[config.mk]
export PLATFORM = sky130hd
export DESIGN_NAME = pixel_readout_buffer
export DESIGN_NICKNAME = d
export VERILOG_FILES = /design/src/rtl/pixel_readout_buffer.sv
export SDC_FILE = /design/constraint.sdc
export NUM_CORES = 1
export LEC_CHECK = 0
export ABC_AREA = 1
export BUFFER_PORTS_ARGS = -buffer_cell sky130_fd_sc_hd__buf_2
export CAP_MARGIN = 20
export CELL_PAD_IN_SITES_DETAIL_PLACEMENT = 1
export CELL_PAD_IN_SITES_GLOBAL_PLACEMENT = 1
export CORE_ASPECT_RATIO = 0.7
export CORE_MARGIN = 2
export CORE_UTILIZATION = 51
export CTS_CLUSTER_SIZE = 28
export DETAILED_ROUTE_END_ITERATION = 12
export PLACE_DENSITY = 0.9
export SYNTH_ARGS = -nofsm -noshare
export SYNTH_HDL_FRONTEND = slang
export SYNTH_SLANG_ARGS = --single-unit
[constraint.sdc]
create_clock -name clk -period 3.5 [get_ports clk]
set_input_delay 0.7 -clock clk [delete_from_list [all_inputs] [get_ports clk]]
set_output_delay 0.7 -clock clk [all_outputs]
set_load 0.01 [all_outputs]
[src/rtl/pixel_readout_buffer.sv]
// Captures the four per-phase pixel samples from the shared DATA bus and queues them,
// tagged with index and frame-last, in a first-word-fall-through FIFO drained by valid/ready.
module pixel_readout_buffer #(
    parameter int unsigned DEPTH  = 8,
    parameter int unsigned FCNT_W = 16
) (
    input  logic              clk,
    input  logic              reset,
    input  logic              read1,
    input  logic              read2,
    input  logic              read3,
    input  logic              read4,
    input  logic [7:0]        data_in,
    output logic [7:0]        out_data,
    output logic [1:0]        out_idx,
    output logic              out_last,
    output logic              out_valid,
    input  logic              out_ready,
    input  logic              clr_err,
    output logic              overflow,
    output logic              seq_err,
    output logic [FCNT_W-1:0] frame_cnt
);

    localparam int unsigned AW = $clog2(DEPTH);
    localparam int unsigned CW = AW + 1;

    typedef enum logic [1:0] {StExp1, StExp2, StExp3, StExp4} state_e;

    state_e state_q, state_d;

    logic [3:0] rd, rd_q, fall;
    logic       multi_hi, multi_fall, one_hi;
    logic [7:0] sample_q;
    logic [1:0] fall_idx, exp_idx;
    logic       push, seq_set;
    logic [1:0] push_idx;

    logic [10:0]       mem [DEPTH];
    logic [10:0]       head;
    logic [AW-1:0]     wr_ptr_q, rd_ptr_q;
    logic [CW-1:0]     count_q, count_d;
    logic              empty, full, pop, wr_en, drop;
    logic              overflow_q, overflow_d, seq_err_q, seq_err_d;
    logic [FCNT_W-1:0] frame_cnt_q;

    assign rd         = {read4, read3, read2, read1};
    assign fall       = rd_q & ~rd;
    // x & (x-1) is non-zero exactly when more than one bit is set
    assign multi_hi   = |(rd & (rd - 4'd1));
    assign multi_fall = |(fall & (fall - 4'd1));
    assign one_hi     = |rd & ~multi_hi;
    assign exp_idx    = state_q;

    always_ff @(posedge clk or negedge reset) begin
        if (!reset) begin
            rd_q     <= 4'b0;
            sample_q <= 8'h00;
            state_q  <= StExp1;
        end else begin
            rd_q    <= rd;
            state_q <= state_d;
            if (one_hi) begin
                sample_q <= data_in;
            end
        end
    end

    always_comb begin
        fall_idx = 2'd0;
        unique case (fall)
            4'b0001: fall_idx = 2'd0;
            4'b0010: fall_idx = 2'd1;
            4'b0100: fall_idx = 2'd2;
            4'b1000: fall_idx = 2'd3;
            default: fall_idx = 2'd0;
        endcase
    end

    always_comb begin
        state_d  = state_q;
        push     = 1'b0;
        push_idx = 2'd0;
        seq_set  = multi_hi;
        if (multi_fall) begin
            seq_set = 1'b1;
            state_d = StExp1;
        end else if (|fall) begin
            if (fall_idx == exp_idx) begin
                push     = 1'b1;
                push_idx = fall_idx;
                unique case (state_q)
                    StExp1:  state_d = StExp2;
                    StExp2:  state_d = StExp3;
                    StExp3:  state_d = StExp4;
                    default: state_d = StExp1;
                endcase
            end else if (fall_idx == 2'd0) begin
                // An unexpected READ1 is taken as the start of a fresh frame
                seq_set  = 1'b1;
                push     = 1'b1;
                push_idx = 2'd0;
                state_d  = StExp2;
            end else begin
                seq_set = 1'b1;
                state_d = StExp1;
            end
        end
    end

    assign empty = (count_q == '0);
    assign full  = (count_q == CW'(DEPTH));
    assign pop   = ~empty & out_ready;
    assign wr_en = push & (~full | pop);
    assign drop  = push & full & ~pop;

    always_comb begin
        count_d = count_q;
        if (wr_en && !pop) begin
            count_d = count_q + CW'(1);
        end else if (!wr_en && pop) begin
            count_d = count_q - CW'(1);
        end
    end

    always_comb begin
        overflow_d = overflow_q;
        seq_err_d  = seq_err_q;
        if (clr_err) begin
            overflow_d = 1'b0;
            seq_err_d  = 1'b0;
        end
        if (drop) begin
            overflow_d = 1'b1;
        end
        if (seq_set) begin
            seq_err_d = 1'b1;
        end
    end

    always_ff @(posedge clk) begin
        if (wr_en) begin
            mem[wr_ptr_q] <= {sample_q, push_idx, push_idx == 2'd3};
        end
    end

    always_ff @(posedge clk or negedge reset) begin
        if (!reset) begin
            wr_ptr_q    <= '0;
            rd_ptr_q    <= '0;
            count_q     <= '0;
            overflow_q  <= 1'b0;
            seq_err_q   <= 1'b0;
            frame_cnt_q <= '0;
        end else begin
            count_q    <= count_d;
            overflow_q <= overflow_d;
            seq_err_q  <= seq_err_d;
            if (wr_en) begin
                wr_ptr_q <= wr_ptr_q + AW'(1);
            end
            if (pop) begin
                rd_ptr_q <= rd_ptr_q + AW'(1);
            end
            if (wr_en && push_idx == 2'd3) begin
                frame_cnt_q <= frame_cnt_q + FCNT_W'(1);
            end
        end
    end

    assign head      = mem[rd_ptr_q];
    assign out_valid = ~empty;
    assign out_data  = out_valid ? head[10:3] : 8'h00;
    assign out_idx   = out_valid ? head[2:1] : 2'd0;
    assign out_last  = out_valid & head[0];
    assign overflow  = overflow_q;
    assign seq_err   = seq_err_q;
    assign frame_cnt = frame_cnt_q;

endmodule
==> impl_results.md, run 1 <==
* Post-route antenna net violation count at 0
* FMAX at around 0.32 GHz
* Highest routed metal layer: met4
* Critical path fanouts, max at 7
* Sequential share of the synthesized area at 0.6310
* First-pass GRT wire length at about 27000 µm
* Worst path cell trace: buf_2 > inv_2 > nand2_1 > nand2_1 > inv_2 > nand3_1 > nand2_1 > nand2_2 > nand2_4 > nand2_4 > nand2_4 > nor2_8 > ha_1 > inv_1 > ha_1 > a21o_1 > a21oi_1 > nor2_1 > nor2_1 > xor2_1
* Height of the die at about 94 µm
* Synth unique cells at 37
* Buf/Inv on CP at 4
* Rel. slew slack at 0.3277
* Core area at between 10000 and 15000 µm²
* Largest net degree at the start of global routing at 47
* Syn nets at ~570
* Layout cells sized above 1 at 0.1961
* Slowest stage delay, CP at roughly 0.32 ns
* Grt total ovfl at 0
* Longest Clk Path Bufs at 2
* Antenna violations before repair at 0
* Inserted Diodes at 0
* Synth Warn # at 0
* Cell Area, Synth at 5853 µm²
* H-tree lvl count at 4
* Drt wl/cell at 22.87 µm
* DP Area at approximately 6300 µm²
* Final Skew at approximately 0.0069 ns
* Crit. path cell count at 20
* Final hold violations at 0
* Cell row count at 32
* R2R cell count at 17
* Nets at between 600 and 700
* PD cells at between 800 and 900 nW/µm²
* Max Transition Viols Final at 0
* Hold_buf cts at 0
* Die width at around 130 µm
* Final Critical Period at 3.164 ns
* TritonCTS clock tree: done
* Post-CTS Resized at 0
* CP Class: in -> reg
* Worst hold path type: in -> reg
* Slack of the critical path at approximately 0.34 ns
* Worst path top cell family by delay: simple AND/OR/NAND/NOR gates
* Final GP Congestion at ~0.87
* All-Layer GR Usage at 0.2984
* 1st-iter DRT viols at ~350
* Final HPWL DP at 10510 µm
* Hold Path Cell Cnt at 1
* Synthesized flop and latch total at 130
* Num CTS Buffers at 17
* Via density at 5.899
* Worst-Skew Late Latency at about 0.42 ns
* Setup repair after global routing missed its margin: false
* Status: complete, no violations
* Initial Util at 0.5278
* Worst Setup End Kind: flop
* Final wirelength at between 15000 and 20000 µm
* Port Buffers at 45
* Pleak at between 2 and 3 nW
* Post-CTS Setup Bufs at 0
* Syn Inst Count at 542
* Syn Area/Cell at ~11 µm²
* Area Growth Syn to Fin at 18.21%
* Final non-filler cell area at 6919 µm²
* Pre-CTS setup slack at between 0.1 and 0.15 ns
* Die area at around 12000 µm²
* Leading cell type in the layout, fill and taps excluded: edfxtp_1
* WL met2 at 9012 µm
* Metal3 WL at between 900 and 1000 µm
* Most frequent cells in the layout: 88 x edfxtp_1, 86 x nor2_1, 81 x nand2_1
* Root buffer cell: clkbuf_16
* Max-cap violation count at 0
* CP Data Arrival Time at 3.48 ns
* Final Cycle Share at 0.9040
* Worst-path clk slew at about 0.060 ns
* Setup TNS at 0 ns
* Drt pass-1 iters at 5
* I/O Pins at 46
* Slew @ Worst Pin at about 1.0 ns
* Vias at about 4500
* Data required, critical path at 3.82 ns
* Vias in the first global route at approximately 4800
* Peak VDD IR at 362.7 µV
* Num Clock Sinks at 130
* Residual DRC at 0
* Startpoint Class: primary input
* Setup violators final at 0
* Max stage delay cell, worst path: ha_1
* Post-Route M1 WL at around 7000 µm
[state kept, by name (all words and copies together), names as in the netlist, 2 cells and up]
signal     cells
count_q        4
exp_idx        2
mem           88
rd_q           4
wr_ptr_q       3
rd_ptr_q       3
sample_q       8
frame_cnt     16
[final timing paths]
kind                       startpoint           end  slack (ns)
min                             read2       rd_q[1]        0.43
max reg2reg                   rd_q[3]    count_q[3]        0.40
min in group asynchronous       reset       rd_q[3]        0.46
max in group asynchronous       reset  frame_cnt[7]        2.42
min reg2reg                  overflow      overflow        0.52
max                             read1    count_q[3]        0.34
[cells by family after synthesis]
group,Yosys count,share of synthesized area
simple gates,221,0.1740
flops,130,0.6310
compound gates,93,0.08743
buf+inv,61,0.04169
xor+xnor,20,0.02993
fa+ha+maj,9,0.02052
mux,8,0.01539
[where the power goes]
part / leakage (nW) / switching, mW / internal, mW
Sequential: 1.34 / 0.189 / 1.92
Clock: 0.305 / 0.691 / 1.27
Combinational: 1.20 / 1.22 / 0.573
Total: 2.84 / 2.10 / 3.76
[final cells by class]
class | instances | area [µm²]
clock buffers | 19 | 432.9
clock inverters | 13 | 209.0
fillers | 1206 | 4172
inverters | 41 | 153.9
multi-input cells | 351 | 1916
flip-flops and latches | 130 | 3694
well taps | 153 | 191.4
repair buffers | 58 | 322.8
[layer usage]
metal / global-route usage / vias to the layer above
met3: 0.06612 / 46
li1: - / 1993
met2: 0.5291 / 191
met4: 0.1286 / 0
met1: 0.3540 / 2283
met5: 0 / -
[stage by stage]
step,hold slack [ns],cells,utilization,total power [mW]
after floorplan,0.4044,542,-,3.183
after global placement,0.4797,733,0.5660,3.673
after detailed placement,0.4890,733,0.5660,3.855
after CTS,0.4191,765,0.6239,5.860
after global routing,0.4205,765,0.6239,6.130
final,0.4321,765,0.6239,5.856
[synth_stat cells]
library cell	number	area, µm²
a21o_1	1	7.510
mux2_2	8	90.09
nand4_2	1	12.51
o21ai_1	2	10.01
nand3_2	1	10.01
nor3_1	7	35.03
nor2_8	1	20.02
fa_1	1	20.02
nand4_4	1	21.27
nand3b_1	1	7.510
nand2_2	3	18.77
nor2_4	1	11.26
a21oi_1	4	20.02
clkbuf_1	13	48.80
buf_4	1	7.510
nand3_1	10	50.05
buf_2	3	15.01
nor2_2	6	37.54
a21oi_4	1	16.27
buf_6	1	11.26
ha_1	8	100.1
o21ai_0	60	300.3
xor2_1	12	105.1
dfrtp_1	42	1051
nand2_1	81	304.0
inv_2	6	22.52
a31oi_1	11	68.82
buf_1	2	7.510
nor4_4	1	21.27
nor2_1	86	322.8
nand2_4	3	33.78
o211ai_1	1	7.510
nand4_1	18	112.6
o22ai_1	13	81.33
inv_1	35	131.4
edfxtp_1	88	2643
xnor2_1	8	70.07
No activity file was read; power rests on OpenSTA's default activity.
==> run 2, diff against run 1 <==
--- a/config.mk
+++ b/config.mk
@@ -15,7 +15,7 @@
 export CORE_UTILIZATION = 51
 export CTS_CLUSTER_SIZE = 28
 export DETAILED_ROUTE_END_ITERATION = 12
-export PLACE_DENSITY = 0.9
+export PLACE_DENSITY = 0.85
 export SYNTH_ARGS = -nofsm -noshare
 export SYNTH_HDL_FRONTEND = slang
 export SYNTH_SLANG_ARGS = --single-unit
==> run 2 against run 1 <==
Effect of this change:
- worst setup slack worse by 0.035 ns
- utilization down 0.42 points
- fmax shrank 1.1%
- first-iteration DRC count is 21% lower
- non-clock buffer count is 3 lower
- flip-flop and latch count unchanged
- wire length shrank 4.0%
- clock power is 4% lower
- combinational power about the same
- register-to-register slack better by 0.33 ns
- count of clock-buffer cells in the layout shrank 1
==> impl_results.md, run 2 (synthesis gave the netlist of run 1 again) <==
* Slowest stage delay, CP at 0.62 ns (+0.30 ns)
* Post-CTS Setup Bufs at 0 (unchanged)
* Max-cap violation count at 0 (unchanged)
* Crit. path cell count at 6 (-70%)
* Die width at 132.0 µm (unchanged)
* Inserted Diodes at 0 (unchanged)
* Max reg flops at 88 (unchanged)
* Hold_buf cts at 0 (unchanged)
* Critical path fanouts, max at 23 (+16)
* Final Cycle Share at 0.9140 (+0.009921)
* Leading cell type in the layout, fill and taps excluded: edfxtp_1
* Nets at 621 (-0.48%)
* CP Data Arrival Time at 2.50 ns (-0.98 ns)
* Rel. slew slack at 0.3148 (-0.01288)
* Max stage delay cell, worst path: inv_1
* Setup violators final at 0 (unchanged)
* Most frequent cells in the layout: 88 x edfxtp_1, 86 x nor2_1, 81 x nand2_1
* Hold Path Cell Cnt at 1 (unchanged)
* Sw Pwr at 2.110 mW (+0.45%)
* Final hold violations at 0 (unchanged)
* Initial Util at 0.5278 (unchanged)
* R2R cell count at 19 (+2)
* I/O Pins at 46 (unchanged)
* FMAX at 0.3126 GHz (-1.1%)
* Sequential share of power at 0.363 (+0.003)
* Layout cells sized above 1 at 0.1970 (+0.0009659)
* Via density at 5.797 (-1.7%)
* Clock power share at 0.330 (-0.004)
* H-tree lvl count at 4 (unchanged)
* Area of the multi-input gates at 1916 µm² (unchanged)
* Post-CTS Resized at 0 (unchanged)
* Residual DRC at 0 (unchanged)
* DP Area at 6255 µm² (-0.36%)
* Worst path most repeated cell: o21ai_0
* CP Class: reg -> out
* Root buffer cell: clkbuf_16
* Peak VDD IR at 481.5 µV (+33%)
* Height of the die at 93.63 µm (unchanged)
* Drt pass-1 iters at 5 (unchanged)
* Startpoint Class: flop
* Setup TNS at 0 ns (unchanged)
* Top reg by flops: mem
* Grt total ovfl at 0 (unchanged)
* Worst-path clk slew at 0.06 ns (about the same)
* Pre-CTS setup slack at 0.2674 ns (+0.1614 ns)
* Core area at 11090 µm² (unchanged)
* Area Growth Syn to Fin at 17.42%
* Final non-filler cell area at 6873 µm² (-0.67%)
* Largest net degree at the start of global routing at 47 (unchanged)
* Slew @ Worst Pin at 1.028 ns (+0.01932 ns)
* Port Buffers at 45 (unchanged)
* Worst path cell trace: inv_1 > o21ai_0 > o22ai_1 > o21ai_0 > a31oi_1 > buf_2
* Vias at 4417 (-2.1%)
* Slack of the critical path at 0.3011 ns (-0.03472 ns)
* Status: complete, no violations
* Vias in the first global route at 4751 (-0.54%)
* Worst path top cell family by delay: compound AO/OA/AOI/OAI gates
* Pleak at 2.822 nW (-0.72%)
* Final GP Congestion at 0.8243 (-4.7%)
* Final Critical Period at 3.199 ns (+0.03472 ns)
* Num Clock Sinks at 130 (unchanged)
* Buf/Inv on CP at 2 (-2)
* Longest Clk Path Bufs at 2 (unchanged)
* 1st-iter DRT viols at 275 (-21%)
* Worst-Skew Late Latency at 0.43 ns (about the same)
* Antenna violations before repair at 1 (+1)
* Final wirelength at 16790 µm (-4.0%)
* Internal at 3.620 mW (-3.6%)
* Final Skew at 0.009562 ns (+0.002646 ns)
* TritonCTS clock tree: done
* Max Transition Viols Final at 0 (unchanged)
* Fillers at 1184 (-1.8%)
* Final HPWL DP at 9899 µm (-5.8%)
* Reg-to-reg setup timing slack at 0.73 ns (+0.33 ns)
* Cell row count at 32 (unchanged)
* Comb power frac at 0.307 (about the same)
* Sw Ratio at 0.3682 (+0.009548)
* Min Hold Slack at 0.4210 ns (-0.01109 ns)
* Worst hold path type: in -> reg
* All-Layer GR Usage at 0.2900 (-0.008448)
* Drt wl/cell at 22.04 µm (-3.6%)
* Setup repair after global routing missed its margin: false
* Die area at 12360 µm² (unchanged)
* Worst Setup End Kind: output pin
* Data required, critical path at 2.80 ns (-1.02 ns)
* First-pass GRT wire length at 26540 µm (-1.8%)
* PD cells at 833.7 nW/µm² (-1.5%)
* Reg area at 3694 µm² (unchanged)
* Num CTS Buffers at 17 (unchanged)
* Post-route antenna net violation count at 0 (unchanged)
[run 2: cell type report]
type	instances	area share
flip-flops and latches	130	0.5374
inverters	41	0.02239
clock buffers	18	0.06390
multi-input cells	351	0.2787
well taps	153	0.02785
clock inverters	14	0.02603
repair buffers	55	0.04369
[run 2: power groups by stage]
stage	combinational (mW)	clock (mW)	sequential [mW]
5_1_grt	1.93	1.95	2.11
3_5_place_dp	1.70	0	2.10
6_report	1.76	1.89	2.08
3_3_place_gp	1.57	0	2.07
2_1_floorplan	1.13	0	2.05
4_1_cts	1.76	1.90	2.08
[run 2: layer usage]
metal  vias up  GRT usage  wire length (µm)
li1       1992          -                 -
met5         -          0                 0
met2       152     0.5230              8643
met4         0     0.1014               402
met3        38    0.07371               888
met1      2235     0.3398              6858
[run 2: metrics by stage]
step | std cells | total power, mW | utilization
2_1_floorplan | 542 | 3.183 | -
3_3_place_gp | 730 | 3.643 | 0.5640
3_5_place_dp | 730 | 3.805 | 0.5640
4_1_cts | 762 | 5.736 | 0.6197
5_1_grt | 762 | 5.990 | 0.6197
6_report | 762 | 5.730 | 0.6197
[run 2: final timing paths]
| path | startpoint | to |
|---|---|---|
| setup reg to reg | rd_q[1] | count_q[3] |
| max in group asynchronous | reset | sample_q[1] |
| hold reg to reg | count_q[3] | count_q[3] |
| hold / removal | read1 | rd_q[0] |
| setup / recovery | rd_ptr_q[1] | out_data[6] |
| min in group asynchronous | reset | overflow |
